`config.mk`:
```
export PLATFORM = sky130hd
export DESIGN_NAME = loopbuffer_fetch_ctrl
export DESIGN_NICKNAME = d
export VERILOG_FILES = /design/src/rtl/loopbuffer_pkg.sv /design/src/rtl/loopbuffer_credit_counter.sv /design/src/rtl/loopbuffer_fetch_ctrl.sv
export SDC_FILE = /design/constraint.sdc
export NUM_CORES = 1
export LEC_CHECK = 0
export ABC_CLOCK_PERIOD_IN_PS = 4700
export CAP_MARGIN = 20
export CELL_PAD_IN_SITES_DETAIL_PLACEMENT = 0
export CELL_PAD_IN_SITES_GLOBAL_PLACEMENT = 1
export CORE_MARGIN = 2
export CORE_UTILIZATION = 36
export DETAILED_ROUTE_END_ITERATION = 7
export PLACE_DENSITY_LB_ADDON = 0.05
export REMOVE_ABC_BUFFERS = 1
export SYNTH_ARGS = -nofsm -noshare
export SYNTH_HDL_FRONTEND = slang
export SYNTH_HIERARCHICAL = 1
export SYNTH_SLANG_ARGS = --single-unit
```
`constraint.sdc`:
```
create_clock -name iCLOCK -period 4.7 [get_ports iCLOCK]
set_clock_uncertainty 0.1 [all_clocks]
set_input_delay 1.175 -clock iCLOCK [delete_from_list [all_inputs] [get_ports iCLOCK]]
set_output_delay 1.175 -clock iCLOCK [all_outputs]
set_load 0.02 [all_outputs]
```
`src/rtl/loopbuffer_pkg.sv`:
```
// rtl/loopbuffer_pkg.sv - shared defaults, state encoding and PC step for the loop-buffer fetch path
package loopbuffer_pkg;

  localparam int unsigned LB_DEPTH   = 16;
  localparam int unsigned LB_MAX_OUT = 4;
  localparam logic [31:0] PC_INC     = 32'd4;

  typedef enum logic {
    ST_RUN   = 1'b0,
    ST_DRAIN = 1'b1
  } fetch_state_e;

endpackage

```
`src/rtl/loopbuffer_credit_counter.sv`:
```
// rtl/loopbuffer_credit_counter.sv - buffer occupancy / outstanding request pair with credit check
module loopbuffer_credit_counter
  import loopbuffer_pkg::*;
#(
  parameter int unsigned DEPTH   = LB_DEPTH,
  parameter int unsigned MAX_OUT = LB_MAX_OUT,
  parameter int unsigned CW      = $clog2(DEPTH + 1)
) (
  input  logic          clk_i,
  input  logic          rst_i,
  input  logic          inc_outst_i,
  input  logic          dec_outst_i,
  input  logic          inc_occ_i,
  input  logic          dec_occ_i,
  input  logic          clr_occ_i,
  output logic [CW-1:0] occ_o,
  output logic [CW-1:0] outst_o,
  output logic [CW-1:0] outst_next_o,
  output logic          credit_ok_o
);

  localparam logic [CW-1:0] DEPTH_C   = CW'(DEPTH);
  localparam logic [CW-1:0] MAX_OUT_C = CW'(MAX_OUT);

  logic [CW-1:0] occ_q, occ_d;
  logic [CW-1:0] outst_q, outst_d;
  logic [CW:0]   sum;

  always_comb begin
    outst_d = outst_q;
    if (inc_outst_i && !dec_outst_i && outst_q < MAX_OUT_C) begin
      outst_d = outst_q + CW'(1);
    end else if (!inc_outst_i && dec_outst_i && outst_q != '0) begin
      outst_d = outst_q - CW'(1);
    end

    // Counters saturate rather than wrap; a clear wins over a simultaneous write.
    occ_d = occ_q;
    if (clr_occ_i) begin
      occ_d = '0;
    end else if (inc_occ_i && !dec_occ_i && occ_q < DEPTH_C) begin
      occ_d = occ_q + CW'(1);
    end else if (!inc_occ_i && dec_occ_i && occ_q != '0) begin
      occ_d = occ_q - CW'(1);
    end
  end

  always_ff @(posedge clk_i or posedge rst_i) begin
    if (rst_i) begin
      occ_q   <= '0;
      outst_q <= '0;
    end else begin
      occ_q   <= occ_d;
      outst_q <= outst_d;
    end
  end

  assign sum          = {1'b0, occ_q} + {1'b0, outst_q};
  assign credit_ok_o  = (sum < {1'b0, DEPTH_C}) && (outst_q < MAX_OUT_C);
  assign occ_o        = occ_q;
  assign outst_o      = outst_q;
  assign outst_next_o = outst_d;

endmodule

```
`src/rtl/loopbuffer_fetch_ctrl.sv`:
```
// rtl/loopbuffer_fetch_ctrl.sv - credit-gated sequential fetch scheduler with redirect drain
module loopbuffer_fetch_ctrl
  import loopbuffer_pkg::*;
#(
  parameter int unsigned DEPTH    = LB_DEPTH,
  parameter int unsigned MAX_OUT  = LB_MAX_OUT,
  parameter logic [31:0] RESET_PC = 32'h0000_0000
) (
  input  logic        iCLOCK,
  input  logic        iRESET,
  input  logic        iFLUSH_REQ,
  input  logic [31:0] iFLUSH_PC,
  output logic        oFETCH_REQ,
  output logic [31:0] oFETCH_ADDR,
  input  logic        iFETCH_ACK,
  input  logic        iFETCH_VALID,
  output logic        oBUF_WR_EN,
  input  logic        iBUF_RD,
  output logic        oBUF_FLUSH,
  output logic        oBUSY_FLUSH
);

  localparam int unsigned CW = $clog2(DEPTH + 1);

  fetch_state_e  state_q;
  logic [31:0]   pc_q;
  logic          busy_q;
  logic [CW-1:0] occ, outst, outst_next;
  logic          credit_ok;
  logic          accept;

  assign oFETCH_REQ  = (state_q == ST_RUN) && credit_ok && !iFLUSH_REQ;
  assign accept      = oFETCH_REQ && iFETCH_ACK;
  assign oBUF_WR_EN  = (state_q == ST_RUN) && iFETCH_VALID && !iFLUSH_REQ;
  assign oBUF_FLUSH  = iFLUSH_REQ;
  assign oFETCH_ADDR = pc_q;
  assign oBUSY_FLUSH = busy_q;

  loopbuffer_credit_counter #(
    .DEPTH  (DEPTH),
    .MAX_OUT(MAX_OUT),
    .CW     (CW)
  ) u_credit (
    .clk_i       (iCLOCK),
    .rst_i       (iRESET),
    .inc_outst_i (accept),
    .dec_outst_i (iFETCH_VALID),
    .inc_occ_i   (oBUF_WR_EN),
    .dec_occ_i   (iBUF_RD),
    .clr_occ_i   (iFLUSH_REQ),
    .occ_o       (occ),
    .outst_o     (outst),
    .outst_next_o(outst_next),
    .credit_ok_o (credit_ok)
  );

  // Returns still owed by memory after a redirect must be swallowed before fetch resumes.
  always_ff @(posedge iCLOCK or posedge iRESET) begin
    if (iRESET) begin
      state_q <= ST_RUN;
      pc_q    <= RESET_PC;
      busy_q  <= 1'b0;
    end else if (iFLUSH_REQ) begin
      pc_q <= iFLUSH_PC & ~32'h3;
      if (outst_next != '0) begin
        state_q <= ST_DRAIN;
        busy_q  <= 1'b1;
      end else begin
        state_q <= ST_RUN;
        busy_q  <= 1'b0;
      end
    end else begin
      case (state_q)
        ST_RUN: begin
          if (accept) pc_q <= pc_q + PC_INC;
        end
        ST_DRAIN: begin
          if (outst_next == '0) begin
            state_q <= ST_RUN;
            busy_q  <= 1'b0;
          end
        end
        default: begin
          state_q <= ST_RUN;
          busy_q  <= 1'b0;
        end
      endcase
    end
  end

  a_rd_empty: assert property (@(posedge iCLOCK) disable iff (iRESET) !(iBUF_RD && occ == '0))
    else $error("buffer read while empty");
  a_ret_none: assert property (@(posedge iCLOCK) disable iff (iRESET) !(iFETCH_VALID && outst == '0))
    else $error("fetch return with nothing outstanding");

endmodule

```
==> key figures, run 1 <==
Timing
  – Worst slew pin tran: 0.705 ns
  – Hold Violations, Final: 0
  – Top achievable clock speed: 244 MHz
  – Final setup violation count: 0
  – Max-slew violations: 0
  – Fin crit period: 4.10 ns
  – RSZ-0062 raised after global routing: false
  – Final period utilization: 87.3%
  – Setup TNS: 0 ns
  – Rel. slew slack: 52.6%
  – Final Hold Slack: 0.457 ns

Clocking
  – Cts bufs inserted: 5
  – Clock-pin slew on the worst setup and hold paths: 0.09 ns
  – Hold Buf Count CTS: 0
  – Clock root buffer: clkbuf_8
  – Worst skew pair latency: 0.29 ns
  – Resize count post-CTS: 0
  – Setup bufs post-CTS: 0
  – CTS Buffer Depth: 2
  – CTS Sinks: 42
  – CTS tree: yes
  – # H-tree levels: 2

Drt
  – Vias per inst: 5.37
  – Routed WL: 7020 µm
  – Router iterations before antenna repair: 4
  – Post-route ant nets: 0
  – Initial DRC Count: 148
  – DRC violations left: 0
  – Wire per inst: 15.2 µm
  – Detailed-route via count: 2488

Logic synthesis
  – Synthesized instance count: 295
  – Syn avg cell area: 9.21 µm²
  – Multiplexer share of the synthesized area: 4.05%
  – Sequential fraction of the synthesis area: 38.7%
  – Synth area leader: dfrtp_1
  – Main combinational cell family by area after synthesis: simple AND/OR/NAND/NOR gates
  – Synth area leaders: dfrtp_1 (39%), nand2_1 (5.8%), ha_1 (5.1%), nand4_1 (3.0%), nand3_1 (2.9%)
  – Async S/R FF share, synth: 100%
  – Synth cell count leaders: dfrtp_1 (42), nand2_1 (42), nor2_1 (17), nand3_1 (16)
  – Share of the synthesized area in the top cell type: 38.7%
  – YS warnings: 6
  – Adder-cell share of the synthesized area: 5.80%
  – Simple-gate area share of the yosys netlist: 26.4%
  – Synthesized area: 0.00272 mm²
  – Post-synth EDFFs: 0
  – Synth Flop Type: dfrtp_1
  – Netlist cell types: 58
  – Xor/xnor share of the synthesized area: 3.87%
  – Synthesized flop and latch total: 42
  – Synth Area in Compound Gates: 16.4%

Power and ir drop
  – P_int: 0.000809 W
  – Sequential share of power: 41.4%
  – Leakage: 1.41 nW
  – Net Switching: 0.000446 W
  – Comb pwr share: 35.3%
  – Switching share of power: 35.5%
  – Cell area power density: 349 mW/mm²
  – Peak supply drop: 0.000221 V
  – Clock power share: 23.2%

Global route
  – Number of global-route vias before repair: 2361
  – Overall global routing resource usage: 17.3%
  – Antenna violations before repair: 0
  – First-pass GRT wire length: 11700 µm
  – Global route overflow: 0
  – Largest net degree at the start of global routing: 42

Die
  – IO Pins: 74
  – Die H: 90.9 µm
  – DIE AREA: 0.00826 mm²
  – CORE AREA: 0.00729 mm²
  – DIE WIDTH: 90.9 µm
  – Rows: 31
  – Initial Utilization: 37.3%

Finish
  – Area Overhead vs Synth: 32.2%
  – Nets: 413
  – Share of layout cells above drive strength 1: 6.59%
  – Antenna diodes: 0

Setup path
  – Setup Crit Path Kind: in2out
  – Crit path launch type: primary input
  – CP required: 3.42 ns
  – Worst Setup SP: iFLUSH_REQ
  – Worst-path fanout max: 5
  – RR Startpoint: u_credit/occ_o[1]
  – Crit path arrival time: 2.83 ns
  – Crit end category: output pin

Hold path
  – Min-Delay Path Class: reg2reg
  – Hold Path Origin: oBUSY_FLUSH

Flow run
  – Max Cap Violations: 0

Placed design
  – Post-DP HPWL: 5130 µm
  – Routability cong.: 0.810
  – I/O Buffers: 69

Run status
  – Outcome: completed
[sequential cells by signal (all words and copies together), names as in the netlist]
name,cells
oFETCH_ADDR,30
u_credit/outst_o,5
u_credit/occ_o,5
oBUSY_FLUSH,1
state_q,1
[final timing paths]
kind / end / slack (ns) / cells past startpoint
min in group asynchronous: u_credit/occ_o[1] / 1.07 / 2
hold / removal: oBUSY_FLUSH / 0.46 / 1
setup reg to reg: oBUSY_FLUSH / 1.29 / 13
hold reg to reg: oBUSY_FLUSH / 0.46 / 1
max in group asynchronous: state_q / 2.99 / 3
setup / recovery: oBUF_WR_EN / 0.60 / 4
[layer usage]
metal  track usage, %  share of wire (%)  up-vias
met5                0                  0        -
li1                 -                  -     1246
met4             3.41               0.70        0
met3             3.67                5.1        5
met2             27.9                 45       61
met1             24.1                 49     1176
[power by group through the flow]
| stage | clock, W | sequential, W | combinational, W |
|---|---|---|---|
| after global placement | 0 | 0.000528 | 0.000445 |
| after detailed placement | 0 | 0.000527 | 0.000448 |
| after floorplan | 0 | 0.000535 | 0.000270 |
| final | 0.000291 | 0.000520 | 0.000443 |
| after CTS | 0.000299 | 0.000520 | 0.000450 |
| after global routing | 0.000316 | 0.000534 | 0.000508 |
[through the flow]
step | setup WS, ns | area (µm²) | std cells | utilization [%] | power, W
5_1_grt | 0.486 | 3590 | 463 | 49.2 | 0.00136
3_5_place_dp | 0.572 | 3480 | 455 | 47.7 | 0.000975
3_3_place_gp | 0.576 | 3480 | 455 | 47.7 | 0.000973
4_1_cts | 0.568 | 3590 | 463 | 49.2 | 0.00127
6_report | 0.599 | 3590 | 463 | 49.2 | 0.00125
2_1_floorplan | 1.36 | 2640 | 283 | - | 0.000805
[cell type report]
class / count / area (µm²)
well taps: 99 / 124
fillers: 741 / 3700
flip-flops and latches: 42 / 1050
clock buffers: 6 / 72.6
clock inverters: 2 / 37.5
repair buffers: 73 / 721
inverters: 10 / 42.5
multi-input cells: 231 / 1540
[layout by cell type, fill, tap and decap left out, types with 2 or more instances in the layout]
cell type,n
inv_1,8
nor4_1,4
and4_1,3
xnor2_1,6
dfrtp_1,42
a22oi_1,2
mux2_2,4
o311ai_0,6
and2_1,3
conb_1,2
nand3b_1,2
ha_1,11
mux2i_1,2
a221o_1,6
clkdlybuf4s50_1,69
buf_4,4
a31oi_1,3
o311ai_1,3
o211ai_1,8
o21ai_0,13
xor2_1,6
mux2_4,3
nor3_1,8
nand3_1,16
o21ai_1,4
nor2_1,17
or4_1,3
a21oi_1,9
nand2_1,42
clkbuf_8,5
and3_1,8
nor2b_1,3
nand4_1,13
[cell families after synthesis]
| kind of cell | after synthesis |
|---|---|
| flops | 42 |
| simple gates | 132 |
| xor+xnor | 12 |
| fa+ha+maj | 12 |
| buf+inv | 23 |
| compound gates | 64 |
| mux | 9 |
| other cells | 1 |
[critical path, cell delays in order]
cell,delay (ns)
clkdlybuf4s50_1,0.51
nor2_1,0.25
and2_1,0.26
clkdlybuf4s50_1,0.63
(Power assumes the default switching activity.)
==> inputs of run 2 (changes only) <==
--- a/config.mk
+++ b/config.mk
@@ -9,7 +9,6 @@
 export CAP_MARGIN = 20
 export CELL_PAD_IN_SITES_DETAIL_PLACEMENT = 0
 export CELL_PAD_IN_SITES_GLOBAL_PLACEMENT = 1
-export CORE_MARGIN = 2
 export CORE_UTILIZATION = 36
 export DETAILED_ROUTE_END_ITERATION = 7
 export PLACE_DENSITY_LB_ADDON = 0.05
==> key figures, run 2 (synthesis gave the netlist of run 1 again) <==
Run status
  – Outcome: completed

Global route
  – Antenna violations before repair: 0 (unchanged)
  – Global route overflow: 0 (unchanged)
  – Number of global-route vias before repair: 2352 (-0.38%)
  – First-pass GRT wire length: 11700 µm (-0.17%)
  – Overall global routing resource usage: 19.4% (+2.1 points)
  – Largest net degree at the start of global routing: 38 (-9.5%)

Setup path
  – CP endpoint: oBUF_WR_EN
  – Setup slack, reg-to-reg: 1.29 ns (about the same)
  – Worst-path fanout max: 7 (+2)
  – CP cell instances: clkdlybuf4s50_1, nor2_1, and2_1, clkdlybuf4s50_1
  – CP required: 3.42 ns (about the same)
  – Crit path launch type: primary input
  – Worst r2r path cells: 13 (unchanged)
  – Crit path arrival time: 2.96 ns (+0.13 ns)
  – Reg2reg end: oBUSY_FLUSH
  – Worst Setup SP: iFLUSH_REQ
  – CP Depth: 4 (unchanged)
  – CP top delay family: buffers and inverters
  – RR Startpoint: u_credit/outst_o[1]
  – Delay of the slowest critical-path stage: 0.63 ns (about the same)
  – Most frequent CP cell: clkdlybuf4s50_1
  – Bufs and invs on worst path: 2 (unchanged)
  – Slowest stage cell, crit path: clkdlybuf4s50_1
  – Crit end category: output pin
  – Setup Crit Path Kind: in2out

Die
  – IO Pins: 74 (unchanged)
  – Die H: 88.9 µm (-2.2%)
  – DIE AREA: 0.00790 mm² (-4.4%)
  – Rows: 31 (unchanged)
  – Initial Utilization: 37.3% (unchanged)
  – CORE AREA: 0.00729 mm² (unchanged)
  – DIE WIDTH: 88.9 µm (-2.2%)

Timing
  – Hold Violations, Final: 0 (unchanged)
  – Worst slew pin tran: 0.749 ns (+0.0435 ns)
  – Final period utilization: 90.2% (+2.9 points)
  – Setup TNS: 0 ns (unchanged)
  – RSZ-0062 raised after global routing: false
  – Top achievable clock speed: 236 MHz (-3.2%)
  – Rel. slew slack: 49.7% (-2.9 points)
  – Final worst slack: 0.462 ns (-0.137 ns)
  – Final Hold Slack: 0.456 ns (-0.00161 ns)
  – Max-slew violations: 0 (unchanged)
  – Final setup violation count: 0 (unchanged)
  – Fin crit period: 4.24 ns (+0.137 ns)

Finish
  – Most frequent cells in the layout: clkdlybuf4s50_1 (69), nand2_1 (42), dfrtp_1 (42)
  – Share of layout cells above drive strength 1: 7.12% (+0.53 points)
  – Max reg flops: 30 (unchanged)
  – Nets: 414 (+0.24%)
  – Commonest non-fill, non-tap cell in the layout: clkdlybuf4s50_1
  – Fillers: 736 (-0.67%)
  – Area Overhead vs Synth: 32.4%
  – Antenna diodes: 0 (unchanged)

Clocking
  – Hold Buf Count CTS: 0 (unchanged)
  – # H-tree levels: 2 (unchanged)
  – Clock root buffer: clkbuf_8
  – CTS tree: yes
  – Resize count post-CTS: 0 (unchanged)
  – Setup bufs post-CTS: 0 (unchanged)
  – Worst skew pair latency: 0.30 ns (about the same)
  – Cts bufs inserted: 5 (unchanged)
  – CTS Buffer Depth: 2 (unchanged)
  – CTS Sinks: 42 (unchanged)
  – Clock-pin slew on the worst setup and hold paths: 0.08 ns (about the same)

Drt
  – Met1 wire length: 3570 µm (+4.1%)
  – DRC violations left: 0 (unchanged)
  – Initial DRC Count: 80 (-46%)
  – Routed wl met2: 3310 µm (+3.8%)
  – Detailed-route via count: 2514 (+1.0%)
  – Top sig layer: met4
  – Wire per inst: 15.6 µm (+2.6%)
  – Vias per inst: 5.42 (+0.83%)
  – WL met3: 291 µm (-19%)
  – Post-route ant nets: 0 (unchanged)
  – Router iterations before antenna repair: 4 (unchanged)
  – Routed WL: 7220 µm (+2.8%)

Placed design
  – Post-DP HPWL: 5210 µm (+1.6%)
  – I/O Buffers: 69 (unchanged)
  – Routability cong.: 0.779 (-3.8%)
  – Place WS: 0.444 ns (-0.128 ns)

Power and ir drop
  – Total power: 0.00126 W (+0.78%)
  – Leakage: 1.42 nW (+0.80%)
  – Cell area power density: 351 mW/mm² (+0.60%)
  – Peak supply drop: 0.000232 V (+4.9%)

Hold path
  – Min-Delay Path Class: reg2reg

Flow run
  – Max Cap Violations: 0 (unchanged)
## run 2: cell types whose count changed in the layout (fill, tap and decap cells not counted), sizes merged
cell,previous run,this run
buf,4,5
clkinv,2,4
clkinvlp,1,0
clkbuf,6,5
## run 2: stage by stage
step                      utilization (%)  std cells  cell area (µm²)
after floorplan                         -        283             2640
after CTS                            49.3        464             3600
after detailed placement             47.8        456             3490
final                                49.3        464             3600
after global routing                 49.3        464             3600
after global placement               47.8        456             3490
## run 2: where the power goes
part | switching (W) | total (W) | internal [W] | leakage, nW
registers | 0.0000960 | 0.000520 | 0.000424 | 0.508
clock network | 0.000135 | 0.000291 | 0.000157 | 0.0579
logic | 0.000225 | 0.000453 | 0.000228 | 0.853
## run 2: how the worst min path moves through the flow
stage	slack (ns)	endpoint	cells after the start	from
after floorplan	0.40	u_credit/outst_o[3]	1	u_credit/outst_o[3]
after CTS	0.46	u_credit/outst_o[3]	1	u_credit/outst_o[3]
after detailed placement	0.44	oBUSY_FLUSH	1	oBUSY_FLUSH
final	0.46	u_credit/outst_o[3]	1	u_credit/outst_o[3]
after global placement	0.44	u_credit/outst_o[3]	1	u_credit/outst_o[3]
after global routing	0.48	oBUSY_FLUSH	1	oBUSY_FLUSH
## run 2: area by class of cell
type                            count  area, µm²  area share [%]
Clock buffer                        5       68.8            1.91
Clock inverter                      3       40.0            1.11
Inverter                           10       42.5            1.18
Multi-Input combinational cell    231       1540            42.9
Sequential cell                    42       1050            29.2
Tap cell                           99        124            3.44
Timing Repair Buffer               74        728            20.2
## run 2: layer usage
layer / GRT usage (%) / up-vias
li1: - / 1237
met2: 31.3 / 55
met5: 0 / -
met1: 27.4 / 1218
met4: 4.40 / 0
met3: 3.17 / 4
